$ cat config.mk
export PLATFORM = sky130hd
export DESIGN_NAME = ps2_rx_ctrl
export DESIGN_NICKNAME = d
export VERILOG_FILES = /design/src/rtl/ps2_rx_ctrl.sv
export SDC_FILE = /design/constraint.sdc
export NUM_CORES = 1
export LEC_CHECK = 0
export BUFFER_PORTS_ARGS = -buffer_cell sky130_fd_sc_hd__buf_2
export CORE_MARGIN = 2
export CORE_UTILIZATION = 30
export CTS_CLUSTER_DIAMETER = 120
export DETAILED_ROUTE_END_ITERATION = 12
export PLACE_DENSITY = 0.53
export SLEW_MARGIN = 25
export SYNTH_ARGS = -nofsm -noshare
export SYNTH_HDL_FRONTEND = slang
export SYNTH_SLANG_ARGS = --single-unit
$ cat constraint.sdc
create_clock -name clk -period 1.99 [get_ports clk]
set_input_delay 0.2985 -clock clk [delete_from_list [all_inputs] [get_ports clk]]
set_output_delay 0.2985 -clock clk [all_outputs]
set_load 0.05 [all_outputs]
$ cat src/rtl/ps2_rx_ctrl.sv
// PS/2 receive controller: synchronizes and filters the PS/2 clock, shifts frame bits
// into an external 10-bit shift register and validates stop/odd parity before publishing a byte.
module ps2_rx_ctrl #(
  parameter int FILT_LEN = 4,
  parameter int TIMEOUT  = 5000
) (
  input  logic       clk,
  input  logic       rst,
  input  logic       ps2c,
  input  logic       ps2d,
  input  logic [9:0] q,
  output logic       pulseVal,
  output logic       sdi,
  output logic [7:0] data,
  output logic       rx_done,
  output logic       frame_err
);

  localparam int FW = (FILT_LEN > 1) ? $clog2(FILT_LEN) : 1;
  localparam int TW = (TIMEOUT > 1) ? $clog2(TIMEOUT) : 1;

  typedef enum logic [1:0] {IDLE, SHIFT, WAIT_Q, CHECK} state_t;

  state_t          state;
  logic            c_s1, c_s2, d_s1, d_s2;
  logic            filt, filt_prev;
  logic [FW-1:0]   filt_cnt;
  logic [3:0]      bit_cnt;
  logic [TW-1:0]   timer;
  logic            fall;

  always_ff @(posedge clk or negedge rst) begin
    if (!rst) begin
      c_s1 <= 1'b1;
      c_s2 <= 1'b1;
      d_s1 <= 1'b1;
      d_s2 <= 1'b1;
    end else begin
      c_s1 <= ps2c;
      c_s2 <= c_s1;
      d_s1 <= ps2d;
      d_s2 <= d_s1;
    end
  end

  // Any return to the current filtered level restarts the qualification count.
  always_ff @(posedge clk or negedge rst) begin
    if (!rst) begin
      filt      <= 1'b1;
      filt_prev <= 1'b1;
      filt_cnt  <= '0;
    end else begin
      filt_prev <= filt;
      if (c_s2 == filt) begin
        filt_cnt <= '0;
      end else if (filt_cnt == FW'(FILT_LEN - 1)) begin
        filt     <= c_s2;
        filt_cnt <= '0;
      end else begin
        filt_cnt <= filt_cnt + 1'b1;
      end
    end
  end

  assign fall = filt_prev & ~filt;

  // The timeout check precedes the fall check so a coincident fall is dropped.
  always_ff @(posedge clk or negedge rst) begin
    if (!rst) begin
      state     <= IDLE;
      bit_cnt   <= '0;
      timer     <= '0;
      pulseVal  <= 1'b0;
      sdi       <= 1'b0;
      data      <= 8'h00;
      rx_done   <= 1'b0;
      frame_err <= 1'b0;
    end else begin
      pulseVal  <= 1'b0;
      rx_done   <= 1'b0;
      frame_err <= 1'b0;
      case (state)
        IDLE: begin
          if (fall && !d_s2) begin
            state   <= SHIFT;
            bit_cnt <= '0;
            timer   <= '0;
          end
        end
        SHIFT: begin
          if (timer == TW'(TIMEOUT - 1)) begin
            frame_err <= 1'b1;
            state     <= IDLE;
          end else if (fall) begin
            pulseVal <= 1'b1;
            sdi      <= d_s2;
            bit_cnt  <= bit_cnt + 1'b1;
            timer    <= '0;
            if (bit_cnt == 4'd9) state <= WAIT_Q;
          end else begin
            timer <= timer + 1'b1;
          end
        end
        WAIT_Q: state <= CHECK;
        CHECK: begin
          if (q[9] && (^q[8:0])) begin
            data    <= q[7:0];
            rx_done <= 1'b1;
          end else begin
            frame_err <= 1'b1;
          end
          state <= IDLE;
        end
        default: state <= IDLE;
      endcase
    end
  end

endmodule

# Word-level counts from Yosys, hierarchy flattened
# Index checks and enable logic that the tools add are counted.
[classes]
n_bitwise = 4
add_sub_neg = 3
eq_ne = 12
reduce_logical = 12
n_mux = 23
[op_table]
columns = ["op", "n"]
rows = [
  ["$mux W13", 3],
  ["$pmux W13 S2", 1],
  ["$add A13 B1 Y13 const B", 1],
  ["$eq A13 B13 Y1 const B", 1],
  ["$mux W2", 6],
  ["$mux W4", 3],
  ["$reduce_and A3 Y1", 3],
  ["$reduce_xor A9 Y1", 1],
  ["$pmux W2 S4", 1],
  ["$pmux W4 S2", 1],
  ["$mux W1", 7],
  ["$eq A2 B2 Y1 const B", 3],
  ["$ne A2 B2 Y1 const B", 3],
  ["$ne A3 B3 Y1 const B", 2],
  ["$add A4 B1 Y4 const B", 1],
  ["$eq A4 B4 Y1 const B", 1],
  ["$reduce_and A2 Y1", 2],
  ["$reduce_and A4 Y1", 1],
  ["$not A1 Y1", 3],
  ["$add A2 B1 Y2 const B", 1],
  ["$eq A2 B1 Y1 const B", 1],
  ["$logic_and A1 B1 Y1", 2],
  ["$logic_not A2 Y1", 1],
  ["$pmux W1 S2", 1],
  ["other kinds (4)", 4],
]
[word_totals]
output_inout_bits = 12
inputBits = 14
wordCells = 69
register_bits = 39

# Depth between registers and ports, before layout
# Gate-level depths: netlist of run 1.
[logic_depth]
ltp_word = 5
mapped_depth = 7

# Worst setup path before layout of run 1
# Ideal clock, no wire load.
[synth_timing]
path_kind = "reg-to-reg"
startpoint = "register timer[0]"
endpoint = "register timer[12]"
path_stages_with_launch = 7
setup_time_ns = 0.110
t_arrival_ns = 1.665
setup_slack_ns = 0.214
n_path_buf = 1
path_cell_list = "dfrtp_1 > ha_1 > and4_1 > nand3_1 > clkbuf_1 > nand2_1 > o41ai_1"
[synth_between]
elab_chain_cells = 4
[synth_rtl]
columns = ["element", "line_no", "text"]
rows = [
  ["start, declared", "29", "logic [TW-1:0] timer;"],
  ["start signal, assigned", "101", "timer <= timer + 1'b1;"],
  ["$add A13 B1 Y13", "101", ""],
  ["$mux W13", "94", "end else if (fall) begin"],
  ["$mux W13", "91", "if (timer == TW'(TIMEOUT - 1)) begin"],
  ["$pmux W13 S2", "82", "case (state)"],
]
# Parallel ways exist; a longest one is shown, timed or not. The select of a mux whose other input is x is not followed.
# A chain may end at the register's enable or synchronous reset.

# Worst setup path after layout of run 1
[layout_timing]
startpoint = "register timer[3]"
endpoint = "register bit_cnt[3]"
[layout_between]
elab_chain_cells = 3
[layout_rtl]
columns = ["element", "line_no", "text"]
rows = [
  ["$eq A13 B13 Y1", "91", ""],
  ["$ne A2 B2 Y1 (no line)", "-", ""],
  ["$reduce_and A4 Y1 (no line)", "-", ""],
  ["end signal, assigned", "97", "bit_cnt <= bit_cnt + 1'b1;"],
  ["end, declared", "28", "logic [3:0] bit_cnt;"],
]
# Every way passes these cells.

==> summary.md, run 1 <==
| Metric | Value |
|---|---|
| Multiplexer area fraction after synthesis | `8.182%` |
| Relative slew slack | `about two thirds` |
| Tcrit/Tclk final | `approximately 90%` |
| Ys flop type | `dfrtp_1` |
| Worst path required time | `between 2 and 2.5 ns` |
| NetSw | `0.0009751 W` |
| Core Region | `about 0.0060 mm^2` |
| CTS sink count | `39` |
| Max Cap Viol | `0` |
| Fin cells | `~290` |
| Routability cong. | `0.7990` |
| Main area contributors after synthesis | `dfrtp_1 44%, dfstp_2 8.5%, mux2_2 6.0%, o21ai_0 5.6%, nand2_1 3.4%` |
| DR vias | `~1,400` |
| Layout area overhead | `21.39%` |
| Least-Margin Pin Slew | `0.4806 ns` |
| IO Pins | `26` |
| Max H-tree Level | `2` |
| CP Launch Type | `flip-flop` |
| Final setup viols | `0` |
| # nets final | `between 200 and 250` |
| CP Max Fanout | `5` |
| Area leader, netlist | `dfrtp_1` |
| Max Buffers Root-to-Sink | `2` |
| # DRC | `0` |
| CTS Buf Count | `5` |
| Placed insts | `283` |
| # resized after CTS | `0` |
| Ant. Diodes | `0` |
| First-pass GRT wire length | `~6400 um` |
| Simple-gate area share of the yosys netlist | `between 10% and 20%` |
| Post-DP HPWL | `2640 um` |
| Setup TNS | `0 ns` |
| Hold_buf cts | `0` |
| Port-buffer cells | `25` |
| Flip-flop and latch count after synthesis | `39` |
| CTS tree | `done` |
| Worst EP arrival | `roughly 1.9 ns` |
| Mapped Area | `0.001866 mm^2` |
| Die X | `between 80 and 90 um` |
| Number of enable flip-flop cells after synthesis | `0` |
| Max Fclk | `between 500 and 600 MHz` |
| Sw Share | `37.25%` |
| Comb pwr share | `about two fifths` |
| Pwr dens | `between 1000 and 1500 mW/mm^2` |
| Vias per cell | `between 4 and 5` |
| Post-Synth XOR/XNOR Area | `5.366%` |
| DR WL/cell | `around 12 um` |
| Site row count | `28` |
| Crit path time final | `approximately 1.8 ns` |
| Die ar. | `0.006865 mm^2` |
| Power, Total | `approximately 0.0026 W` |
| Cells after Synth | `roughly 170` |
| Most instantiated cells after synthesis | `33 x dfrtp_1, 21 x o21ai_0, 17 x nand2_1, 11 x nor2_1, 10 x mux2_2` |
| Crit end category | `flip-flop` |
| Final ANT Viol Nets | `0` |
| DR pass1 iterations | `4` |
| Post-synth ARST share | `100.0%` |
| Share of layout cells above drive strength 1 | `31.02%` |
| VDD IR-drop max | `409.7 uV` |
| Status | `completed` |
| Sequential element share of the synthesized area | `between 50 and 60%` |
| Post-CTS setup buffers | `0` |
| Leakage | `between 1 and 1.5 nW` |
| Sequential share of power | `41.3%` |
| Fin util | `38.03%` |
| Die Y | `82.86 um` |
| Critical Setup Path Class | `flip-flop to flip-flop` |
| Synth top area share | `44.27%` |
| Clk_skew | `approximately 0.011 ns` |
| Hold Vio Cnt, Final | `0` |
| Most frequent cell after synthesis | `dfrtp_1` |
| Largest family of logic cells by synthesized area | `simple AND/OR/NAND/NOR gates` |
| GRT Util Overall | `11.26%` |
| Clock power share | `slightly below 20%` |
| Initial antenna violation count | `0` |
| Congestion Overflow GR | `0` |
| Adder-cell area share of the yosys netlist | `2.683%` |
| RSZ-0062 raised after global routing | `false` |
| Internal cell power | `approximately 0.0016 W` |
| Compound-Gate Fraction of Synth Area | `12.01%` |
| Number of global-route vias before repair | `between 1,000 and 1,500` |
| Max Slew Vio Count | `0` |
| Initial Util | `between 30% and 40%` |
| Routed WL | `about 3600 um` |
| Net Count, Synth | `190` |
| Root buf cell | `clkbuf_8` |
| Worst-Skew Late Latency | `0.29 ns` |
| Average size of a mapped cell | `approximately 11 um^2` |
| Worst-path clk slew | `roughly 0.08 ns` |
| DR iter-0 viols | `between 90 and 100` |
| Synth unique cells | `38` |
| Warnings, synthesis | `0` |
| Worst Hold Class | `input port to async pin` |
| Pin count of the biggest net entering global routing | `40` |
[logic make-up after synthesis]
kind of cell	after synthesis
muxes	14
buffers and inverters	10
DFF	39
adders and majority gates	4
AOI/OAI and AO/OA	37
xor gates and xnor gates	9
and+or+nand+nor	59
[state kept, by name (all words and copies together), names as in the netlist, 2 cells and up, named ones only]
register	cells
timer	13
data	8
bit_cnt	4
filt_cnt	2
[placed cells by master (no fill, tap or decap), types with 2 or more instances in the layout]
cell type	Yosys	routed
nor3_1	6	6
a31oi_1	4	4
o21ai_0	21	21
buf_2	2	25
inv_1	5	5
ha_1	4	4
clkbuf_8	0	5
a22o_1	2	2
xnor2_1	6	6
mux2_2	10	10
buf_4	0	16
nand2_1	17	17
mux2i_1	4	4
and3_1	2	2
nand4_1	3	3
o31ai_1	5	5
dfrtp_1	33	33
and2_1	2	2
dfstp_2	6	6
nand3_1	8	8
nor2_1	11	11
o41ai_1	2	2
[path summary, 6_finish.rpt]
check | startpoint | endpoint | slack, ns | cells after the start
min reg2reg | d_s1 | d_s2 | 0.36 | 0
max | timer[3] | bit_cnt[3] | 0.24 | 6
max reg2reg | timer[3] | bit_cnt[3] | 0.24 | 6
max in group asynchronous | rst | c_s2 | 1.57 | 2
min | rst | timer[2] | 0.05 | 2
min in group clk | ps2c | c_s1 | 0.11 | 1
[power by group through the flow]
stage	clock network, W	registers (W)	logic [W]
3_5_place_dp	0	0.00110	0.00103
2_1_floorplan	0	0.00118	0.000591
3_3_place_gp	0	0.00110	0.00103
6_report	0.000514	0.00108	0.00102
5_1_grt	0.000566	0.00111	0.00114
4_1_cts	0.000539	0.00108	0.00103
[per-layer routing]
| metal | global-route usage (%) | wire, um | vias to the layer above |
|---|---|---|---|
| li1 | - | - | 707 |
| met1 | 15.45 | 1709 | 661 |
| met2 | 17.67 | 1701 | 31 |
| met3 | 3.181 | 153 | 4 |
| met4 | 2.683 | 27 | 0 |
| met5 | 0 | 0 | - |
[area by class of cell]
cell class                 instances  area, um^2
multi-input combinational        123       838.3
inverter                           5       18.77
tap                               75       93.84
clock buffer                       6       72.57
clock inverter                     2       12.51
fill                             602        3691
sequential                        39       983.4
timing repair buffer              41       245.2
[worst max-delay path: stages (launching register included)]
cell and delay (ns):
dfrtp_1 0.39, nor4_1 0.41, nand3_1 0.27, buf_4 0.22, nand4_1 0.09, mux2i_1 0.17
o21ai_0 0.08
[per-stage QoR]
step,worst slack (ns),hold slack (ns),cell area [um^2]
2_1_floorplan,0.2143,0.002909,1866
3_3_place_gp,0.06868,0.3469,2180
3_5_place_dp,0.04231,0.3519,2180
4_1_cts,0.2142,0.07044,2265
5_1_grt,0.04497,0.09198,2265
6_report,0.2398,0.04823,2265
No activity file was read; power rests on OpenSTA's default activity.
==> run 2, diff against run 1 <==
--- a/config.mk
+++ b/config.mk
@@ -6,11 +6,13 @@
 export NUM_CORES = 1
 export LEC_CHECK = 0
 export BUFFER_PORTS_ARGS = -buffer_cell sky130_fd_sc_hd__buf_2
+export CELL_PAD_IN_SITES_DETAIL_PLACEMENT = 2
+export CELL_PAD_IN_SITES_GLOBAL_PLACEMENT = 2
 export CORE_MARGIN = 2
 export CORE_UTILIZATION = 30
 export CTS_CLUSTER_DIAMETER = 120
 export DETAILED_ROUTE_END_ITERATION = 12
-export PLACE_DENSITY = 0.53
+export PLACE_DENSITY = 0.72
 export SLEW_MARGIN = 25
 export SYNTH_ARGS = -nofsm -noshare
 export SYNTH_HDL_FRONTEND = slang
==> run 2 against run 1 <==
Compared with the run above:
- critical endpoint is now sdi
- via count rose by 5.1%
- cell count did not move
- critical path depth fell by 1
==> summary.md, run 2 (synthesis gave the netlist of run 1 again) <==
| Metric | Value |
|---|---|
| Sw Share | `39.55% (+2.3 points)` |
| Worst-path clk slew | `0.08 ns (about the same)` |
| Most frequent cells in the layout | `33 x dfrtp_1, 25 x buf_2, 21 x o21ai_0, 17 x nand2_1, 16 x buf_4` |
| Final setup viols | `0 (unchanged)` |
| Routability cong. | `0.8032 (+0.53%)` |
| Internal cell power | `0.001632 W (-0.61%)` |
| Most common cell after layout, fill and taps aside | `dfrtp_1` |
| Ant. Diodes | `0 (unchanged)` |
| IO Pins | `26 (unchanged)` |
| DR vias | `1,474 (+5.1%)` |
| Delay-heaviest family, CP | `simple AND/OR/NAND/NOR gates` |
| Comb pwr share | `40.1% (+1.0 points)` |
| Relative slew slack | `60.30% (-7.3 points)` |
| Reg-to-reg critical path endpoint | `sdi` |
| Post-DP HPWL | `3867 um (+46%)` |
| Congestion Overflow GR | `0 (unchanged)` |
| Pin count of the biggest net entering global routing | `27 (-33%)` |
| Share of layout cells above drive strength 1 | `31.48% (+0.46 points)` |
| Setup TNS | `0 ns (unchanged)` |
| Largest reg by FF count | `timer` |
| Worst path max stage delay | `0.51 ns (+0.10 ns)` |
| DR pass1 iterations | `4 (unchanged)` |
| Leakage | `1.083 nW (about the same)` |
| First-pass GRT wire length | `8790 um (+37%)` |
| DR WL/cell | `17.33 um (+40%)` |
| Max Slew Vio Count | `0 (unchanged)` |
| Metal-1 WL | `2268 um (+33%)` |
| Crit path cell chain | `nor4_1, nand3_2, nand2_1, nor2_1, mux2_2` |
| Root buf cell | `clkbuf_8` |
| Worst EP arrival | `2.06 ns (+0.14 ns)` |
| Hold slack | `0.007729 ns (-0.04050 ns)` |
| Max H-tree Level | `2 (unchanged)` |
| CP Launch Type | `flip-flop` |
| Max Buffers Root-to-Sink | `2 (unchanged)` |
| Met2 routed wirelength | `2638 um (+55%)` |
| Max Fclk | `532.8 MHz (-6.7%)` |
| Critical Setup Path Class | `flip-flop to flip-flop` |
| Initial Util | `31.32% (unchanged)` |
| Tcrit/Tclk final | `94.32% (+6.4 points)` |
| Die X | `82.86 um (unchanged)` |
| Crit end category | `flip-flop` |
| Vias per cell | `5.065 (+5.1%)` |
| Top Metal Used | `met4` |
| VDD IR-drop max | `451.5 uV (+10%)` |
| Worst-Skew Late Latency | `0.29 ns (about the same)` |
| Pwr dens | `1190 mW/mm^2 (+2.9%)` |
| Max FFs per register | `13 (unchanged)` |
| WP buf/inv | `0 (-1)` |
| GRT Util Overall | `15.86% (+4.6 points)` |
| CTS Buf Count | `5 (unchanged)` |
| Worst path required time | `2.17 ns (about the same)` |
| Layout area overhead | `21.66%` |
| Worst reg-to-reg setup slack | `0.11 ns (-0.13 ns)` |
| Final-layout fill cell count | `659 (+9.5%)` |
| Die Y | `82.86 um (unchanged)` |
| Worst Hold Class | `input port to async pin` |
| Max Cap Viol | `0 (unchanged)` |
| Register area | `983.4 um^2 (unchanged)` |
| Fin util | `38.11% (+0.084 points)` |
| Site row count | `28 (unchanged)` |
| Number of global-route vias before repair | `1,684 (+23%)` |
| Reg2reg start | `timer[3]` |
| Biggest regs | `timer x13, data x8, bit_cnt x4` |
| Final ANT Viol Nets | `0 (unchanged)` |
| # nets final | `233 (unchanged)` |
| Status | `completed` |
| Die ar. | `0.006865 mm^2 (unchanged)` |
| Sequential share of power | `40.1% (-1.2 points)` |
| Least-Margin Pin Slew | `0.5954 ns (+0.1148 ns)` |
| Critical Path Start | `timer[3]` |
| Initial antenna violation count | `0 (unchanged)` |
| Reg2Reg Depth | `5 (-1)` |
| Routed WL | `5043 um (+40%)` |
| CP Max Fanout | `8 (+3)` |
| DR iter-0 viols | `91 (-6.2%)` |
| Routed met3 length | `80 um (-48%)` |
| CTS tree | `done` |
| Clk_skew | `0.005301 ns (-0.005354 ns)` |
| NetSw | `0.001068 W (+9.5%)` |
| Hold Vio Cnt, Final | `0 (unchanged)` |
| Hold_buf cts | `0 (unchanged)` |
| CP max-delay cell | `nor4_1` |
| # DRC | `0 (unchanged)` |
| Crit path time final | `1.877 ns (+0.1267 ns)` |
| Core Region | `0.005956 mm^2 (unchanged)` |
| CTS sink count | `39 (unchanged)` |
| Port-buffer cells | `25 (unchanged)` |
| Multi-input logic area | `843.3 um^2 (+0.60%)` |
| Power, Total | `0.002700 W (+3.2%)` |
| Clock power share | `19.7% (about the same)` |
run 2: power groups by stage:
stage / clock network [W] / logic [W] / registers (W)
6_report: 0.000533 / 0.00108 / 0.00108
4_1_cts: 0.000562 / 0.00110 / 0.00109
2_1_floorplan: 0 / 0.000591 / 0.00118
3_3_place_gp: 0 / 0.00102 / 0.00109
5_1_grt: 0.000594 / 0.00121 / 0.00112
3_5_place_dp: 0 / 0.00110 / 0.00110
run 2: cell type report:
type	count	area share, %
clock inverters	2	0.5513
repair buffers	41	10.80
inverters	5	0.8269
flip-flops and latches	39	43.33
clock buffers	6	3.197
well taps	75	4.135
multi-input cells	123	37.16
run 2: worst max path at each step:
stage | slack [ns] | depth (start not counted) | to
floorplan | 0.21 | 6 | timer[12]
global placement | 0.12 | 6 | sdi
detailed placement | -0.07 | 6 | data[1]
CTS | 0.04 | 6 | sdi
global route | -0.02 | 5 | bit_cnt[3]
finish | 0.11 | 5 | sdi
run 2: through the flow:
stage,area [um^2],instances,setup slack (ns)
floorplan,1866,172,0.2143
global route,2270,291,-0.01999
CTS,2265,291,0.04352
global placement,2180,283,0.1225
finish,2270,291,0.1131
detailed placement,2180,283,-0.06526
run 2: timing repair:
item / 4_1_cts / 5_1_grt
setup buffers: 0 / 0
setup endpoints to repair: 0 / 7
resized for setup: 0 / 1
run 2: layer usage:
metal | vias up | GRT usage (%)
li1 | 701 | -
met1 | 755 | 19.73
met2 | 14 | 27.79
met3 | 4 | 2.684
met4 | 0 | 5.365
met5 | - | 0
